### src/rtl/ss_readout_ctrl.sv
// Streams a status header, the shared-secret memory and an optional XOR checksum
// out to uart_sender one byte at a time, handshaking on uart_busy.
module ss_readout_ctrl #(
   parameter int NWORDS      = 8,
   parameter int ADDR_W      = 3,
   parameter int ACK_TIMEOUT = 4096,
   parameter bit LSB_FIRST   = 1'b1,
   parameter bit SEND_CSUM   = 1'b1
) (
   input  logic              clk,
   input  logic              rst_n,
   input  logic              start,
   input  logic [7:0]        status_byte,
   input  logic              abort,
   output logic              mem_en,
   output logic [ADDR_W-1:0] mem_addr,
   input  logic [63:0]       mem_q,
   output logic              send_en,
   output logic [7:0]        send_data,
   input  logic              uart_busy,
   output logic              busy,
   output logic              done,
   output logic              err
);

   localparam int ACK_W = $clog2(ACK_TIMEOUT) + 1;

   typedef enum logic [2:0] {
      S_IDLE, S_TX_ISSUE, S_TX_ACK, S_TX_DRAIN, S_FETCH, S_LATCH, S_DONE
   } state_t;

   typedef enum logic [1:0] {PH_HDR, PH_DATA, PH_CSUM} phase_t;

   state_t            r_state, w_state_nxt;
   phase_t            r_phase;
   logic [7:0]        r_hdr;
   logic [7:0]        r_csum;
   logic [7:0]        r_send_data;
   logic [63:0]       r_shift;
   logic [ADDR_W-1:0] r_word_idx;
   logic [ADDR_W-1:0] r_mem_addr;
   logic [2:0]        r_byte_idx;
   logic [ACK_W-1:0]  r_ack_cnt;
   logic              r_send_en, r_done, r_err;

   logic [7:0]        w_cur_byte;
   logic              w_abort, w_issue, w_drain, w_timeout, w_last_word;
   logic              w_send_en, w_done, w_err;

   // Abort outranks every transition except in IDLE, where it is ignored.
   assign w_abort     = (r_state != S_IDLE) && abort;
   assign w_issue     = (r_state == S_TX_ISSUE) && !uart_busy && !w_abort;
   assign w_drain     = (r_state == S_TX_DRAIN) && !uart_busy && !w_abort;
   assign w_timeout   = (r_state == S_TX_ACK) && !uart_busy &&
                        (r_ack_cnt == ACK_W'(ACK_TIMEOUT - 1));
   assign w_last_word = (r_word_idx == ADDR_W'(NWORDS - 1));

   always_comb begin
      w_cur_byte = r_hdr;
      case (r_phase)
         PH_DATA: w_cur_byte = LSB_FIRST ? r_shift[7:0] : r_shift[63:56];
         PH_CSUM: w_cur_byte = r_csum;
         default: w_cur_byte = r_hdr;
      endcase
   end

   always_ff @(posedge clk) begin
      if (!rst_n) r_state <= S_IDLE;
      else        r_state <= w_state_nxt;
   end

   always_comb begin
      w_state_nxt = r_state;
      if (w_abort) begin
         w_state_nxt = S_IDLE;
      end else begin
         case (r_state)
            S_IDLE:     if (start) w_state_nxt = S_TX_ISSUE;
            S_TX_ISSUE: if (!uart_busy) w_state_nxt = S_TX_ACK;
            S_TX_ACK: begin
               if (uart_busy)      w_state_nxt = S_TX_DRAIN;
               else if (w_timeout) w_state_nxt = S_IDLE;
            end
            S_TX_DRAIN: begin
               if (!uart_busy) begin
                  case (r_phase)
                     PH_HDR:  w_state_nxt = S_FETCH;
                     PH_DATA: begin
                        if (r_byte_idx != 3'd7) w_state_nxt = S_TX_ISSUE;
                        else if (!w_last_word)  w_state_nxt = S_FETCH;
                        else if (SEND_CSUM)     w_state_nxt = S_TX_ISSUE;
                        else                    w_state_nxt = S_DONE;
                     end
                     default: w_state_nxt = S_DONE;
                  endcase
               end
            end
            S_FETCH:    w_state_nxt = S_LATCH;
            S_LATCH:    w_state_nxt = S_TX_ISSUE;
            S_DONE:     w_state_nxt = S_IDLE;
            default:    w_state_nxt = S_IDLE;
         endcase
      end
   end

   always_comb begin
      w_send_en = w_issue;
      w_done    = (r_state == S_DONE) && !w_abort;
      w_err     = w_abort || w_timeout;
   end

   always_ff @(posedge clk) begin
      if (!rst_n) begin
         r_phase     <= PH_HDR;
         r_hdr       <= '0;
         r_csum      <= '0;
         r_shift     <= '0;
         r_word_idx  <= '0;
         r_byte_idx  <= '0;
         r_ack_cnt   <= '0;
         r_mem_addr  <= '0;
         r_send_data <= '0;
         r_send_en   <= 1'b0;
         r_done      <= 1'b0;
         r_err       <= 1'b0;
      end else begin
         r_send_en <= w_send_en;
         r_done    <= w_done;
         r_err     <= w_err;
         if ((r_state == S_IDLE) && start) begin
            r_hdr      <= status_byte;
            r_word_idx <= '0;
            r_byte_idx <= '0;
            r_csum     <= '0;
            r_phase    <= PH_HDR;
         end
         if (w_issue) begin
            r_send_data <= w_cur_byte;
            r_ack_cnt   <= '0;
            if (r_phase == PH_DATA) r_csum <= r_csum ^ w_cur_byte;
         end
         if ((r_state == S_TX_ACK) && !w_abort) r_ack_cnt <= r_ack_cnt + ACK_W'(1);
         if (w_drain) begin
            case (r_phase)
               PH_HDR: r_phase <= PH_DATA;
               PH_DATA: begin
                  if (r_byte_idx != 3'd7) begin
                     if (LSB_FIRST) r_shift <= {8'h00, r_shift[63:8]};
                     else           r_shift <= {r_shift[55:0], 8'h00};
                     r_byte_idx <= r_byte_idx + 3'd1;
                  end else if (!w_last_word) begin
                     r_word_idx <= r_word_idx + ADDR_W'(1);
                     r_byte_idx <= '0;
                  end else if (SEND_CSUM) begin
                     r_phase <= PH_CSUM;
                  end
               end
               default: ;
            endcase
         end
         if (r_state == S_FETCH) r_mem_addr <= r_word_idx;
         if ((r_state == S_LATCH) && !w_abort) r_shift <= mem_q;
      end
   end

   assign send_en   = r_send_en;
   assign send_data = r_send_data;
   assign done      = r_done;
   assign err       = r_err;
   assign busy      = (r_state != S_IDLE);
   assign mem_en    = (r_state == S_FETCH);
   assign mem_addr  = (r_state == S_FETCH) ? r_word_idx : r_mem_addr;

endmodule

### config.mk
export PLATFORM = sky130hd
export DESIGN_NAME = ss_readout_ctrl
export DESIGN_NICKNAME = d
export VERILOG_FILES = /design/src/rtl/ss_readout_ctrl.sv
export SDC_FILE = /design/constraint.sdc
export NUM_CORES = 1
export LEC_CHECK = 0
export ABC_AREA = 1
export BUFFER_PORTS_ARGS = -buffer_cell sky130_fd_sc_hd__buf_2
export CAP_MARGIN = 20
export CORE_MARGIN = 10
export CORE_UTILIZATION = 25
export CTS_CLUSTER_DIAMETER = 40
export DETAILED_ROUTE_END_ITERATION = 8
export PLACE_DENSITY_LB_ADDON = 0.15
export SKIP_LAST_GASP = 1
export SYNTH_ARGS = -nofsm -noshare
export SYNTH_HDL_FRONTEND = slang
export SYNTH_SLANG_ARGS = --single-unit
### constraint.sdc
create_clock -name clk -period 2.1 [get_ports clk]
set_clock_uncertainty 0.15 [all_clocks]
set_input_delay 0.315 -clock clk [delete_from_list [all_inputs] [get_ports clk]]
set_output_delay 0.315 -clock clk [all_outputs]
set_load 0.005 [all_outputs]
### Word-level counts from Yosys, hierarchy flattened

Cells that the tools add are included.
Widths: inputs -> output; s select.

* bits in registers: 118
* bits of input ports: 77
* word-level logic and storage cells: 92

* equality and inequality tests: 15
* bitwise logic cells: 2
* muxes and demuxes: 35
* $add $sub $neg: 3
* reductions and logical operators: 24

Operators by type and width (count)
* $mux 64: 4
* $mux 3: 18
* $mux 13: 2
* $mux 8: 3
* $pmux 3 s6: 1
* $pmux 8 s2: 1
* $add 13x1->13 const B: 1
* $eq 13x12->1 const B: 1
* $eq 3x3->1 const B: 4
* $logic_and 1x1->1: 11
* $mux 2: 4
* $reduce_bool 2->1: 4
* $xor 8x8->8: 1
* $add 3x1->3 const B: 2
* $eq 3x2->1 const B: 2
* $ne 2x2->1 const B: 3
* $ne 3x3->1 const B: 2
* $pmux 3 s2: 1
* $pmux 2 s2: 1
* $reduce_and 4->1: 1
* $eq 3x1->1 const B: 1
* $logic_not 3->1: 1
* $reduce_and 3->1: 1
* $reduce_bool 3->1: 1
* other kinds (7): 8

### Depth between registers and ports, before layout

Gate-level depths: netlist (run 1).

* depth in word-level cells: 7
* mapped depth: 10
* gate-level depth less buffers: 10

### Worst setup path after synthesis (run 1)

Ideal clock, no wire load.

* kind: register -> register
* start: register r_byte_idx[0]
* end: register r_shift[21]
* arrival time: 1.491 ns
* library setup time: 0.071 ns
* slack: 0.388 ns
* clock period less this slack: 1.712 ns
* stages on the path, launching flop included: 8
* cell sequence: dfxtp_1 -> ha_1 -> ha_1 -> o21ai_2 -> buf_2 -> buf_4 -> nand3_2 -> a21oi_2

* longest elaborated chain between the ends: 3

RTL lines
* start: declaration: line 42 `logic [2:0] r_byte_idx;`
* start signal: assignment: line 150 `r_byte_idx <= r_byte_idx + 3'd1;`
* $ne 3x3->1: line 147 `if (r_byte_idx != 3'd7) begin`
* $reduce_bool 2->1 (no source line)
* $reduce_and 3->1 (no source line)
* end signal: assignment: line 148 `if (LSB_FIRST) r_shift <= {8'h00, r_shift[63:8]};`
* end signal: assignment: line 149 `else r_shift <= {r_shift[55:0], 8'h00};`
* end signal: assignment: line 162 `if ((r_state == S_LATCH) && !w_abort) r_shift <= mem_q;`
* end: declaration: line 39 `logic [63:0] r_shift;`

Every way passes these cells.
A chain may end at the register's enable or synchronous reset.

### Worst setup path in the final report (run 1)

* start: register r_state[1]
* end: output port mem_addr[1]

* longest elaborated chain between the ends: 2

RTL lines
* start: declaration: line 34 `state_t r_state, w_state_nxt;`
* start signal: assignment: line 69 `else r_state <= w_state_nxt;`
* $eq 3x3->1: line 172 `assign mem_addr = (r_state == S_FETCH) ? r_word_idx : r_mem_addr;`
* $mux 3
* end: declaration: line 16 `output logic [ADDR_W-1:0] mem_addr,`

Every way passes these cells.

==> results of run 1 <==
==> path summary, 6_finish.rpt <==
path / to / slack (ns) / startpoint
hold reg to reg: r_hdr[3] / 0.29 / r_hdr[3]
hold / removal: r_shift[59] / 0.01 / mem_q[59]
setup reg to reg: r_shift[0] / 0.19 / r_state[1]
setup / recovery: mem_addr[1] / 0.09 / r_state[1]
==> sequential cells by signal, summed over array words and instances (netlist names), 2 cells and up <==
register    cells
r_ack_cnt      13
r_byte_idx      3
r_csum          8
r_hdr           8
r_mem_addr      3
r_phase         2
r_shift        64
r_state         3
r_word_idx      3
send_data       8
==> worst register-to-register path, stage by stage, from the launching register on <==
cell and delay [ns]:
sky130_fd_sc_hd__dfxtp_4 0.34, sky130_fd_sc_hd__buf_4 0.15, sky130_fd_sc_hd__nor2_1 0.12, sky130_fd_sc_hd__nand3_2 0.24
sky130_fd_sc_hd__inv_2 0.21, sky130_fd_sc_hd__buf_12 0.18, sky130_fd_sc_hd__nand2_1 0.08, sky130_fd_sc_hd__nand2_1 0.11
sky130_fd_sc_hd__nand3_1 0.09, sky130_fd_sc_hd__a21oi_1 0.16
==> cells in the mapped netlist, types with 2 or more instances <==
cell	instances
sky130_fd_sc_hd__a211oi_1	2
sky130_fd_sc_hd__a21boi_1	4
sky130_fd_sc_hd__a21oi_1	61
sky130_fd_sc_hd__a21oi_2	35
sky130_fd_sc_hd__a22oi_1	2
sky130_fd_sc_hd__buf_1	3
sky130_fd_sc_hd__buf_12	4
sky130_fd_sc_hd__buf_2	21
sky130_fd_sc_hd__buf_4	4
sky130_fd_sc_hd__clkbuf_1	19
sky130_fd_sc_hd__dfxtp_1	118
sky130_fd_sc_hd__ha_1	8
sky130_fd_sc_hd__inv_1	46
sky130_fd_sc_hd__inv_2	5
sky130_fd_sc_hd__nand2_1	333
sky130_fd_sc_hd__nand2_2	4
sky130_fd_sc_hd__nand3_1	52
sky130_fd_sc_hd__nand3_2	41
sky130_fd_sc_hd__nand4_1	6
sky130_fd_sc_hd__nor2_1	50
sky130_fd_sc_hd__nor2_2	2
sky130_fd_sc_hd__nor3_1	9
sky130_fd_sc_hd__o21ai_0	30
sky130_fd_sc_hd__o21ai_1	2
sky130_fd_sc_hd__or2_2	4
==> through the flow <==
step | std cells | hold WS (ns) | power [uW]
final | 1303 | 0.0142 | 6780
after global routing | 1303 | 0.0168 | 7140
after CTS | 1300 | 0.000479 | 6860
after detailed placement | 1266 | 0.287 | 3490
after global placement | 1266 | 0.284 | 3500
after floorplan | 873 | 0.269 | 3090
==> metal layers <==
metal | vias up | wire [um] | global-route usage, %
li1 | 3005 | - | -
met1 | 2565 | 8680 | 14.8
met2 | 81 | 7990 | 18.6
met3 | 9 | 833 | 3.35
met4 | 0 | 114 | 3.00
met5 | - | 0 | 0
==> layout by cell type, fill, tap and decap left out, types with 10 or more instances in the layout <==
master,synthesis,final
sky130_fd_sc_hd__nand2_1,333,332
sky130_fd_sc_hd__dfxtp_1,118,115
sky130_fd_sc_hd__buf_2,21,92
sky130_fd_sc_hd__a21oi_1,61,61
sky130_fd_sc_hd__nand3_1,52,52
sky130_fd_sc_hd__nor2_1,50,49
sky130_fd_sc_hd__inv_1,46,44
sky130_fd_sc_hd__nand3_2,41,41
sky130_fd_sc_hd__a21oi_2,35,35
sky130_fd_sc_hd__o21ai_0,30,27
sky130_fd_sc_hd__buf_4,4,22
sky130_fd_sc_hd__clkbuf_16,0,17
sky130_fd_sc_hd__buf_12,4,10
==> power groups by stage <==
stage,Clock [uW],Sequential (uW),Combinational [uW]
final,3280,2420,1080
after global routing,3490,2430,1220
after CTS,3380,2410,1070
after detailed placement,0,2460,1030
after global placement,0,2460,1030
after floorplan,0,2430,658
==> what timing repair did <==
action	CTS	global route
endpoints found under the hold margin	2	0
resized for setup	10	6
setup buffers	1	3
gates cloned	0	0
hold buffers	2	0
endpoints found under the setup margin	3	8
==> kinds of logic (layout without fill, tap and decap cells) <==
family | after synthesis | after routing | synth area share, %
AOI/OAI and AO/OA | 139 | 139 | 14.0
adders and majority gates | 8 | 8 | 1.64
and+or+nand+nor | 505 | 505 | 37.5
DFF | 118 | 118 | 38.7
buffers and inverters | 103 | 209 | 8.25
==> cell type report <==
class                      count  share of cell area (%)
clock buffer                  22                    5.86
multi-input combinational    652                    42.2
timing repair buffer         127                    11.1
clock inverter                 9                    2.57
inverter                      51                    2.49
sequential                   118                    30.6
tap                          324                    5.23
==> metrics.md, run 1 <==
| Metric | Value |
|---|---|
| Final standard cell utilization of the core | 32.1% |
| Post-Synthesis Cell Area | 0.00611 sq mm |
| Share of the synthesized area in the top cell type | 38.7% |
| Syn nets | 958 |
| Fmax | 0.498 GHz |
| Critical Path Sink Type | primary output |
| Number of filler instances in the final layout | 2678 |
| Internal Power | 5010 uW |
| Share of layout cells above drive strength 1 | 26.3% |
| Arrival time at the worst endpoint | 1.54 ns |
| CP max stage cell | sky130_fd_sc_hd__dfxtp_4 |
| Die Width | 176 um |
| Max-Slew Margin vs Limit | 72.2% |
| Area of placed instances | 0.00701 sq mm |
| Clock-pin slew of the registers on the worst-case setup and hold paths | 0.06 ns |
| Proportion of synthesized flip-flops having asynchronous set or reset | 0% |
| Final count of pins violating max slew | 0 |
| TritonCTS clock tree | built |
| Routed via count divided by cell count | 4.34 |
| Peak supply drop | 0.000545 V |
| Start-to-end type of the worst setup path | flip-flop to primary output |
| Final net count | 1052 |
| Final Worst Setup Slack | 0.0924 ns |
| Stages on the worst setup path | 8 |
| Number of buffers and inverters on the critical path | 4 |
| Cell depth of the worst flop-to-flop path | 9 |
| Path class of the lowest-slack min-delay path | input port to flip-flop |
| Clock network latency to the later pin of the worst-skew pair | 0.41 ns |
| Number of inserted diodes | 0 |
| Number of distinct standard cells referenced by the synthesized netlist | 33 |
| Vias | 5660 |
| Biggest fanout along the worst timing path | 4 |
| Ports placed on the boundary | 93 |
| Slowest Stage Delay on Critical Path | 0.35 ns |
| Clock period minus worst slack | 2.01 ns |
| Comb pwr share | 15.9% |
| Ratio of final minimum period to clock period | 95.6% |
| Total wirelength of the detailed-routed design | 17600 um |
| CTS Buf Count | 17 |
| Synth-to-Final Area Change | 26.9% |
| Die span in y | 176 um |
| Seq pwr share | 35.7% |
| Overall Global Routing Usage | 11.5% |
| Antenna violations before repair | 0 |
| Finished layout cell area | 0.00775 sq mm |
| Total of max-cap violations | 0 |
| Remaining Overflow, GRT | 0 |
| Initial standard-cell utilization of the core | 25.3% |
| Slew at the pin closest to its max-slew limit | 0.417 ns |
| Crit path max-delay family | simple AND/OR/NAND/NOR gates |
| Startpoint kind of the worst setup timing path | flip-flop |
| Synthesis warning total | 0 |
| Result of the run | complete, no violations |
| Proportion of power drawn by the clock network | 48.4% |
| Primary FF master, synth | sky130_fd_sc_hd__dfxtp_1 |
| Count of state elements after synthesis | 118 |
| Mean Syn Cell Area | 7.00 sq um |
| Sw Ratio | 26.0% |
| Longest Clk Path Bufs | 2 |
| Area used by multi-input combinational logic | 0.00327 sq mm |
| Post-synth top area cell | sky130_fd_sc_hd__dfxtp_1 |
| Sequential area share after synthesis | 38.7% |
| Ratio of total power to cell area | 874 mW/mm^2 |
| Unrepaired setup endpoints after global routing | yes |
| Largest cells by area after synthesis | sky130_fd_sc_hd__dfxtp_1 (39%), sky130_fd_sc_hd__nand2_1 (20%), sky130_fd_sc_hd__nand3_2 (6.7%) |
| Count of input and output buffers | 92 |
| First-pass DRT Iterations | 4 |
| Final setup violation count | 0 |
| Storage element area | 0.00237 sq mm |
| Detailed Place HPWL | 12000 um |
| Final weighted congestion in routability-driven placement | 0.758 |
| Pre-CTS setup slack | 0.179 ns |
| Number of synthesized flops with an enable pin | 0 |
| Critical path cell sequence | buf_6 -> nor2_4 -> nand2_2 -> inv_2 -> or2_2 -> o21ai_2 -> inv_1 -> buf_2 |
| Full die area | 0.0311 sq mm |
| Sink Count | 118 |
| WL per Instance | 13.5 um |
| Number of DRC markers after the initial detailed-route iteration | 319 |
| Synthesized instance count | 873 |
| Hold path depth | 3 |
| Placeable core region | 0.0242 sq mm |
| Wire length of the first global-routing pass | 29400 um |
| Final TNS setup | 0 ns |
| Leakage power figure | 0.00312 uW |
| Post-DRT Antenna Nets | 0 |
| CTS Root Cell | sky130_fd_sc_hd__clkbuf_16 |
| Num rows | 57 |
| Maximum number of pins on one net before global-route repair | 57 |
| Maximum level of the CTS H-tree | 4 |
| Vias in the first global route | 5736 |
| Number of DRC violations after detailed routing | 0 |
| Worst path required time | 1.63 ns |
| Count of endpoints failing hold in the final timing report | 0 |
| Net switching component of the power | 1760 uW |
(Power assumes the default switching activity.)
==> run 2: changes to the inputs <==
--- a/config.mk
+++ b/config.mk
@@ -9,7 +9,7 @@
 export BUFFER_PORTS_ARGS = -buffer_cell sky130_fd_sc_hd__buf_2
 export CAP_MARGIN = 20
 export CORE_MARGIN = 10
-export CORE_UTILIZATION = 25
+export CORE_UTILIZATION = 41
 export CTS_CLUSTER_DIAMETER = 40
 export DETAILED_ROUTE_END_ITERATION = 8
 export PLACE_DENSITY_LB_ADDON = 0.15
==> run 2 against run 1 <==
Hold slack improved by 0.0034 ns. Design area fell by 3.9%. Clock-buffer cell count rose by 3. Critical path depth fell by 1. Clock power fell by 13%. Via count fell by 0.95%. Sequential share of layout area rose by 1.3 points. Final cell count fell by 11%. Critical endpoint unchanged. Largest cell class unchanged. Largest power group unchanged.
==> metrics.md, run 2 (synthesis gave the netlist of run 1 again) <==
| Metric | Value |
|---|---|
| Result of the run | complete, no violations |
| WL per Instance | 13.2 um (-2.1%) |
| Final setup violation count | 0 (unchanged) |
| Count of input and output buffers | 92 (unchanged) |
| Final net count | 1050 (-0.19%) |
| Vias | 5606 (-0.95%) |
| Final TNS setup | 0 ns (unchanged) |
| Total of max-cap violations | 0 (unchanged) |
| Detailed Place HPWL | 10500 um (-13%) |
| Start-to-end type of the worst setup path | flip-flop to primary output |
| Ratio of final minimum period to clock period | 95.4% (-0.23 points) |
| Clock network latency to the later pin of the worst-skew pair | 0.42 ns (about the same) |
| Area of placed instances | 0.00676 sq mm (-3.6%) |
| Unrepaired setup endpoints after global routing | no |
| Initial standard-cell utilization of the core | 41.9% (+17 points) |
| Final standard cell utilization of the core | 51.1% (+19 points) |
| Count of endpoints failing hold in the final timing report | 0 (unchanged) |
| Number of flip-flops under the largest register name | 64 (unchanged) |
| Register with the most flip-flops | r_shift |
| Die span in y | 142 um (-19%) |
| Largest registers in the final layout | r_shift (64), r_ack_cnt (13) |
| Final weighted congestion in routability-driven placement | 0.819 (+8.0%) |
| End of the worst register-to-register path | r_shift[43] |
| Synth-to-Final Area Change | 21.9% |
| Crit path capture | mem_addr[1] |
| CTS Root Cell | sky130_fd_sc_hd__clkbuf_16 |
| Biggest fanout along the worst timing path | 5 (+1) |
| Number of inserted diodes | 0 (unchanged) |
| Worst path required time | 1.63 ns (about the same) |
| Num rows | 44 (-23%) |
| Final total power | 6250 uW (-7.8%) |
| CTS Buf Count | 17 (unchanged) |
| Maximum level of the CTS H-tree | 4 (unchanged) |
| Commonest cells after routing, fill and taps aside | sky130_fd_sc_hd__nand2_1 (332), sky130_fd_sc_hd__dfxtp_1 (115), sky130_fd_sc_hd__buf_2 (92) |
| TritonCTS clock tree | built |
| Finished layout cell area | 0.00745 sq mm (-3.9%) |
| Clock-pin slew of the registers on the worst-case setup and hold paths | 0.05 ns (about the same) |
| Leakage power figure | 0.00306 uW (-1.9%) |
| Clock period minus worst slack | 2.00 ns (-0.00492 ns) |
| Remaining Overflow, GRT | 0 (unchanged) |
| Number of DRC markers after the initial detailed-route iteration | 269 (-16%) |
| Commonest non-fill, non-tap cell in the layout | sky130_fd_sc_hd__nand2_1 |
| Peak supply drop | 0.000682 V (+25%) |
| Hold WS | 0.0177 ns (+0.00341 ns) |
| Cell depth of the worst flop-to-flop path | 6 (-3) |
| Slew at the pin closest to its max-slew limit | 0.496 ns (+0.0791 ns) |
| Critical Path Sink Type | primary output |
| Longest Clk Path Bufs | 2 (unchanged) |
| Placeable core region | 0.0146 sq mm (-40%) |
| Overall Global Routing Usage | 15.3% (+3.8 points) |
| Fmax | 0.499 GHz (+0.25%) |
| Routed via count divided by cell count | 4.82 (+11%) |
| Sink Count | 118 (unchanged) |
| Max-Slew Margin vs Limit | 66.8% (-5.4 points) |
| Number of filler instances in the final layout | 1469 (-45%) |
| Full die area | 0.0202 sq mm (-35%) |
| Critical path startpoint | r_state[0] |
| Wire length of the first global-routing pass | 25600 um (-13%) |
| Vias in the first global route | 5416 (-5.6%) |
| Total wirelength of the detailed-routed design | 15400 um (-13%) |
| Path class of the lowest-slack min-delay path | input port to flip-flop |
| Die Width | 142 um (-19%) |
| Share of layout cells above drive strength 1 | 25.6% (-0.69 points) |
| Final count of pins violating max slew | 0 (unchanged) |
| Startpoint kind of the worst setup timing path | flip-flop |
| Arrival time at the worst endpoint | 1.54 ns (about the same) |
| Post-DRT Antenna Nets | 0 (unchanged) |
| Antenna violations before repair | 0 (unchanged) |
| Minimum setup slack among reg-to-reg paths | 0.20 ns (about the same) |
| First-pass DRT Iterations | 5 (+1) |
| Maximum number of pins on one net before global-route repair | 40 (-30%) |
| Ratio of total power to cell area | 839 mW/mm^2 (-4.0%) |
| R2r startpoint | r_byte_idx[0] |
| Ports placed on the boundary | 93 (unchanged) |
| Number of DRC violations after detailed routing | 0 (unchanged) |
[run 2: cell count changes in the layout (fill, tap and decap cells not counted), sizes merged]
cell / before / now
buf: 125 / 121
bufinv: 6 / 2
dlygate4sd3: 2 / 4
clkinvlp: 0 / 2
clkbuf: 22 / 25
[run 2: report_power, final]
part,internal [uW],total (uW),leakage [uW],switching (uW)
clock,1870,2860,0.000283,996
sequential,2350,2410,0.000954,60.1
combinational,352,975,0.00182,624
total,4570,6250,0.00306,1680
[run 2: critical path, stage by stage, from the launching register on]
cell,delay (ns)
sky130_fd_sc_hd__dfxtp_4,0.35
sky130_fd_sc_hd__nor2_2,0.05
sky130_fd_sc_hd__nand2_2,0.10
sky130_fd_sc_hd__inv_1,0.08
sky130_fd_sc_hd__or2_2,0.27
sky130_fd_sc_hd__o21ai_1,0.10
sky130_fd_sc_hd__inv_1,0.05
sky130_fd_sc_hd__buf_2,0.12
[run 2: how the worst min path moves through the flow]
stage / start / end / slack [ns] / cells past startpoint
2_1_floorplan: r_hdr[5] / r_hdr[5] / 0.27 / 2
3_3_place_gp: r_hdr[2] / r_hdr[2] / 0.29 / 2
3_5_place_dp: r_hdr[3] / r_hdr[3] / 0.29 / 2
4_1_cts: mem_q[59] / r_shift[59] / 0.004 / 3
5_1_grt: mem_q[63] / r_shift[63] / 0.01 / 3
6_report: mem_q[59] / r_shift[59] / 0.02 / 3
[run 2: area by class of cell]
type                       instances  area [sq um]  area share (%)
inverter                          51           193            2.59
clock inverter                     7          93.8            1.26
sequential                       118          2370            31.8
clock buffer                      25           495            6.65
timing repair buffer             125           806            10.8
tap                              184           230            3.09
multi-input combinational        652          3260            43.8
[run 2: routing by layer]
layer	track usage, %	wire length, um	vias up
met5	0	0	-
met4	5.33	223	0
met3	4.74	714	20
met2	24.4	6990	84
met1	19.0	7460	2495
li1	-	-	3007
[run 2: per-stage QoR]
| stage | setup WS, ns | cells |
|---|---|---|
| 2_1_floorplan | 0.388 | 873 |
| 3_3_place_gp | 0.247 | 1121 |
| 3_5_place_dp | 0.205 | 1121 |
| 4_1_cts | 0.00888 | 1158 |
| 5_1_grt | 0.00242 | 1162 |
| 6_report | 0.0973 | 1162 |
[run 2: what timing repair did]
item,CTS,global route
gates resized for setup,6,5
buffers inserted,1,4
hold buffers,4,0
endpoints found under the setup margin,3,3
hold endpoints to repair,4,0
==> run 3: changes to the inputs <==
--- a/config.mk
+++ b/config.mk
@@ -5,7 +5,6 @@
 export SDC_FILE = /design/constraint.sdc
 export NUM_CORES = 1
 export LEC_CHECK = 0
-export ABC_AREA = 1
 export BUFFER_PORTS_ARGS = -buffer_cell sky130_fd_sc_hd__buf_2
 export CAP_MARGIN = 20
 export CORE_MARGIN = 10
==> run 3 against run 2 <==
The run now ends with setup timing left. Utilization grew 5.7 points. Critical path depth shrank 2. Sequential power shrank 3%. Highest routed layer unchanged. Clock-buffer cell count shrank 1. Routed wire length shrank 6.4%. Power grew 1.9%. Hold slack gained 0.073 ns. Area after synthesis shrank 12%. Synthesized cell count shrank 30%. First-iteration DRC count grew 30%. Worst setup slack lost 0.13 ns. Combinational power shrank 7.0%.
==> metrics.md, run 3 <==
| Metric | Value |
|---|---|
| Synthesis warning total | 0 (unchanged) |
| Startpoint kind of the worst setup timing path | flip-flop |
| Path class of the lowest-slack min-delay path | input port to flip-flop |
| Number of inserted diodes | 0 (unchanged) |
| Total wirelength of the detailed-routed design | 14400 um (-6.4%) |
| CTS Buf Count | 17 (unchanged) |
| Post-DRT Antenna Nets | 0 (unchanged) |
| Count of endpoints failing hold in the final timing report | 0 (unchanged) |
| Maximum level of the CTS H-tree | 4 (unchanged) |
| Ports placed on the boundary | 93 (unchanged) |
| Vias | 4832 (-14%) |
| Start-to-end type of the worst setup path | flip-flop to primary output |
| Number of DRC violations after detailed routing | 0 (unchanged) |
| Count of state elements after synthesis | 118 (unchanged) |
| Clock period minus worst slack | 2.13 ns (+0.128 ns) |
| Sequential area share after synthesis | 44.0% (+5.3 points) |
| Antenna violations before repair | 0 (unchanged) |
| Overall Global Routing Usage | 15.7% (+0.44 points) |
| Final net count | 824 (-22%) |
| Slowest Stage Delay on Critical Path | 0.32 ns (-0.03 ns) |
| Number of flip-flops under the largest register name | 64 (unchanged) |
| Basic-gate share of the synthesized area counting and, or, nand and nor cells | 19.1% (-18 points) |
| Longest Clk Path Bufs | 2 (unchanged) |
| Placeable core region | 0.0127 sq mm (-13%) |
| Hold WS | 0.0910 ns (+0.0733 ns) |
| Final Worst Setup Slack | -0.0312 ns (-0.128 ns) |
| CTS Root Cell | sky130_fd_sc_hd__clkbuf_16 |
| Number of distinct standard cells referenced by the synthesized netlist | 52 (+58%) |
| Critical path cell sequence | buf_6 -> nor3b_4 -> buf_6 -> mux2_4 -> buf_6 |
| Sink Count | 118 (unchanged) |
| Largest cells by area after synthesis | sky130_fd_sc_hd__dfxtp_1 (44%), sky130_fd_sc_hd__mux2i_1 (11%), sky130_fd_sc_hd__a211oi_1 (7.8%) |
| WL per Instance | 15.6 um (+18%) |
| Clock-pin slew of the registers on the worst-case setup and hold paths | 0.05 ns (about the same) |
| Vias in the first global route | 4740 (-12%) |
| Die Width | 134 um (-5.4%) |
| Leading cell types by count after synthesis | sky130_fd_sc_hd__dfxtp_1 (118), sky130_fd_sc_hd__nor2_1 (74), sky130_fd_sc_hd__nand2_1 (62) |
| Fmax | 0.469 GHz (-6.0%) |
| Synth-to-Final Area Change | 34.6% |
| Number of filler instances in the final layout | 1195 (-19%) |
| Max-Slew Margin vs Limit | 68.3% (+1.5 points) |
| Num rows | 41 (-6.8%) |
| Full die area | 0.0181 sq mm (-10%) |
| Commonest non-fill, non-tap cell in the layout | sky130_fd_sc_hd__dfxtp_1 |
| Result of the run | finished, violations left |
| Maximum number of pins on one net before global-route repair | 72 (+80%) |
| Synthesized-area fraction occupied by xor and xnor cells | 0.326% (+0.33 points) |
| Register with the most flip-flops | r_shift |
| Routed via count divided by cell count | 5.23 (+8.4%) |
| Share of layout cells above drive strength 1 | 25.5% (-0.030 points) |
| Initial standard-cell utilization of the core | 42.2% (+0.33 points) |
| Mux cell area share after synthesis | 11.8% (+12 points) |
| CP max stage cell | sky130_fd_sc_hd__dfxtp_2 |
| Peak supply drop | 0.000605 V (-11%) |
| Commonest cells after routing, fill and taps aside | sky130_fd_sc_hd__dfxtp_1 (115), sky130_fd_sc_hd__buf_2 (89), sky130_fd_sc_hd__nor2_1 (74) |
| Compound-gate portion of the synthesized area | 18.5% (+4.6 points) |
| Total of max-cap violations | 0 (unchanged) |
| Critical Path Sink Type | primary output |
| Remaining Overflow, GRT | 0 (unchanged) |
| Mean Syn Cell Area | 8.73 sq um (+25%) |
| Number of DRC markers after the initial detailed-route iteration | 350 (+30%) |
| Worst path required time | 1.63 ns (about the same) |
| Biggest fanout along the worst timing path | 4 (-1) |
| TritonCTS clock tree | built |
| Wire length of the first global-routing pass | 23000 um (-10%) |
| Ratio of total power to cell area | 881 mW/mm^2 (+5.0%) |
| Combinational family with the most area after synthesis | simple AND/OR/NAND/NOR gates |
| Leakage power figure | 0.00257 uW (-16%) |
| Proportion of synthesized flip-flops having asynchronous set or reset | 0% (unchanged) |
| Die span in y | 134 um (-5.4%) |
| Synthesized instance count | 615 (-30%) |
| Count of input and output buffers | 92 (unchanged) |
| Clock network latency to the later pin of the worst-skew pair | 0.42 ns (about the same) |
| Final weighted congestion in routability-driven placement | 0.801 (-2.2%) |
| Ratio of final minimum period to clock period | 101% (+6.1 points) |
| Final setup violation count | 4 (+4) |
| Primary FF master, synth | sky130_fd_sc_hd__dfxtp_1 |
| Share of the synthesized area in the top cell type | 44.0% (+5.3 points) |
| Final count of pins violating max slew | 0 (unchanged) |
| Slew at the pin closest to its max-slew limit | 0.471 ns (-0.0254 ns) |
| Violated checks | setup timing |
| Adder-cell share of the synthesized area | 1.86% (+0.23 points) |
| Post-Synthesis Cell Area | 0.00537 sq mm (-12%) |
| Arrival time at the worst endpoint | 1.67 ns (+0.13 ns) |
| Post-synth top area cell | sky130_fd_sc_hd__dfxtp_1 |
| Detailed Place HPWL | 9660 um (-8.1%) |
| Largest registers in the final layout | r_shift (64), r_ack_cnt (13) |
| Syn nets | 700 (-27%) |
| Count leader, synth | sky130_fd_sc_hd__dfxtp_1 |
| Unrepaired setup endpoints after global routing | yes |
| Most repeated library cell on the critical path | sky130_fd_sc_hd__buf_6 |
| First-pass DRT Iterations | 4 (-1) |
| Number of synthesized flops with an enable pin | 0 (unchanged) |
| Final total power | 6370 uW (+1.9%) |
## run 3: changes by cell type after synthesis, sizes merged, moves of 6 or more
cell	delta
a31oi	+9
nor3	-6
o21ai	-17
a211oi	+54
buf	-19
inv	-42
nor2	+22
or3	+7
clkbuf	+16
nand2	-275
nand3	-71
mux2i	+60
nor3b	+8
a21oi	-53
## run 3: per-stage QoR
step	setup slack, ns	cell area, sq um	util (%)	setup TNS (ns)	instances
after floorplan	0.00809	5380	-	0	615
after global placement	0.0449	6210	48.8	0	865
after detailed placement	0.0403	6210	48.8	0	865
after CTS	-0.0419	7120	56.0	-0.146	920
after global routing	-0.109	7230	56.8	-0.478	924
final	-0.0312	7230	56.8	-0.0736	924
## run 3: layout make-up
cell class / instances / area [sq um] / area share (%)
Inverter: 9 / 33.8 / 0.467
Tap cell: 172 / 215 / 2.98
Multi-Input combinational cell: 439 / 2850 / 39.5
Timing Repair Buffer: 154 / 1110 / 15.4
Clock buffer: 24 / 502 / 6.94
Sequential cell: 118 / 2370 / 32.7
Clock inverter: 8 / 143 / 1.97
## run 3: worst paths after layout
kind | from | end | slack (ns) | depth (start not counted)
worst min register to register | send_data[1] | send_data[1] | 0.30 | 2
worst max register to register | r_state[0] | r_ack_cnt[9] | 0 | 6
worst min-delay path | mem_q[24] | r_shift[24] | 0.09 | 3
worst max-delay path | r_state[0] | mem_addr[1] | -0.03 | 5
## run 3: what timing repair did
| item | 4_1_cts | 5_1_grt |
|---|---|---|
| setup buffers | 7 | 2 |
| pin swaps | 1 | 3 |
| endpoints found under the hold margin | 16 | 0 |
| setup endpoints to repair | 3 | 32 |
| gates cloned | 0 | 2 |
| resized for setup | 14 | 9 |
| hold buffers | 16 | 0 |
## run 3: cell families (layout without fill, tap and decap cells)
group,after synthesis,after routing
AOI/OAI and AO/OA,152,152
xor gates and xnor gates,2,2
adders and majority gates,8,8
buffers and inverters,58,195
DFF,118,118
muxes,63,63
and+or+nand+nor,214,214
## run 3: worst max-delay path: cells and delay by family (launching register included)
kind                   cells  cell delay [ns]
buffers and inverters      3             0.39
DFF                        1             0.32
muxes                      1             0.32
and+or+nand+nor            1             0.22
## run 3: metal layers
metal,global-route usage [%],share of wire [%]
met1,17.6,45
met2,26.6,49
met3,5.49,4.9
met4,6.59,1.3
met5,0,0
## run 3: power by group
group | total (uW) | switching, uW | internal [uW]
sequential | 2340 | 34.6 | 2300
clock | 3120 | 989 | 2140
combinational | 907 | 477 | 429
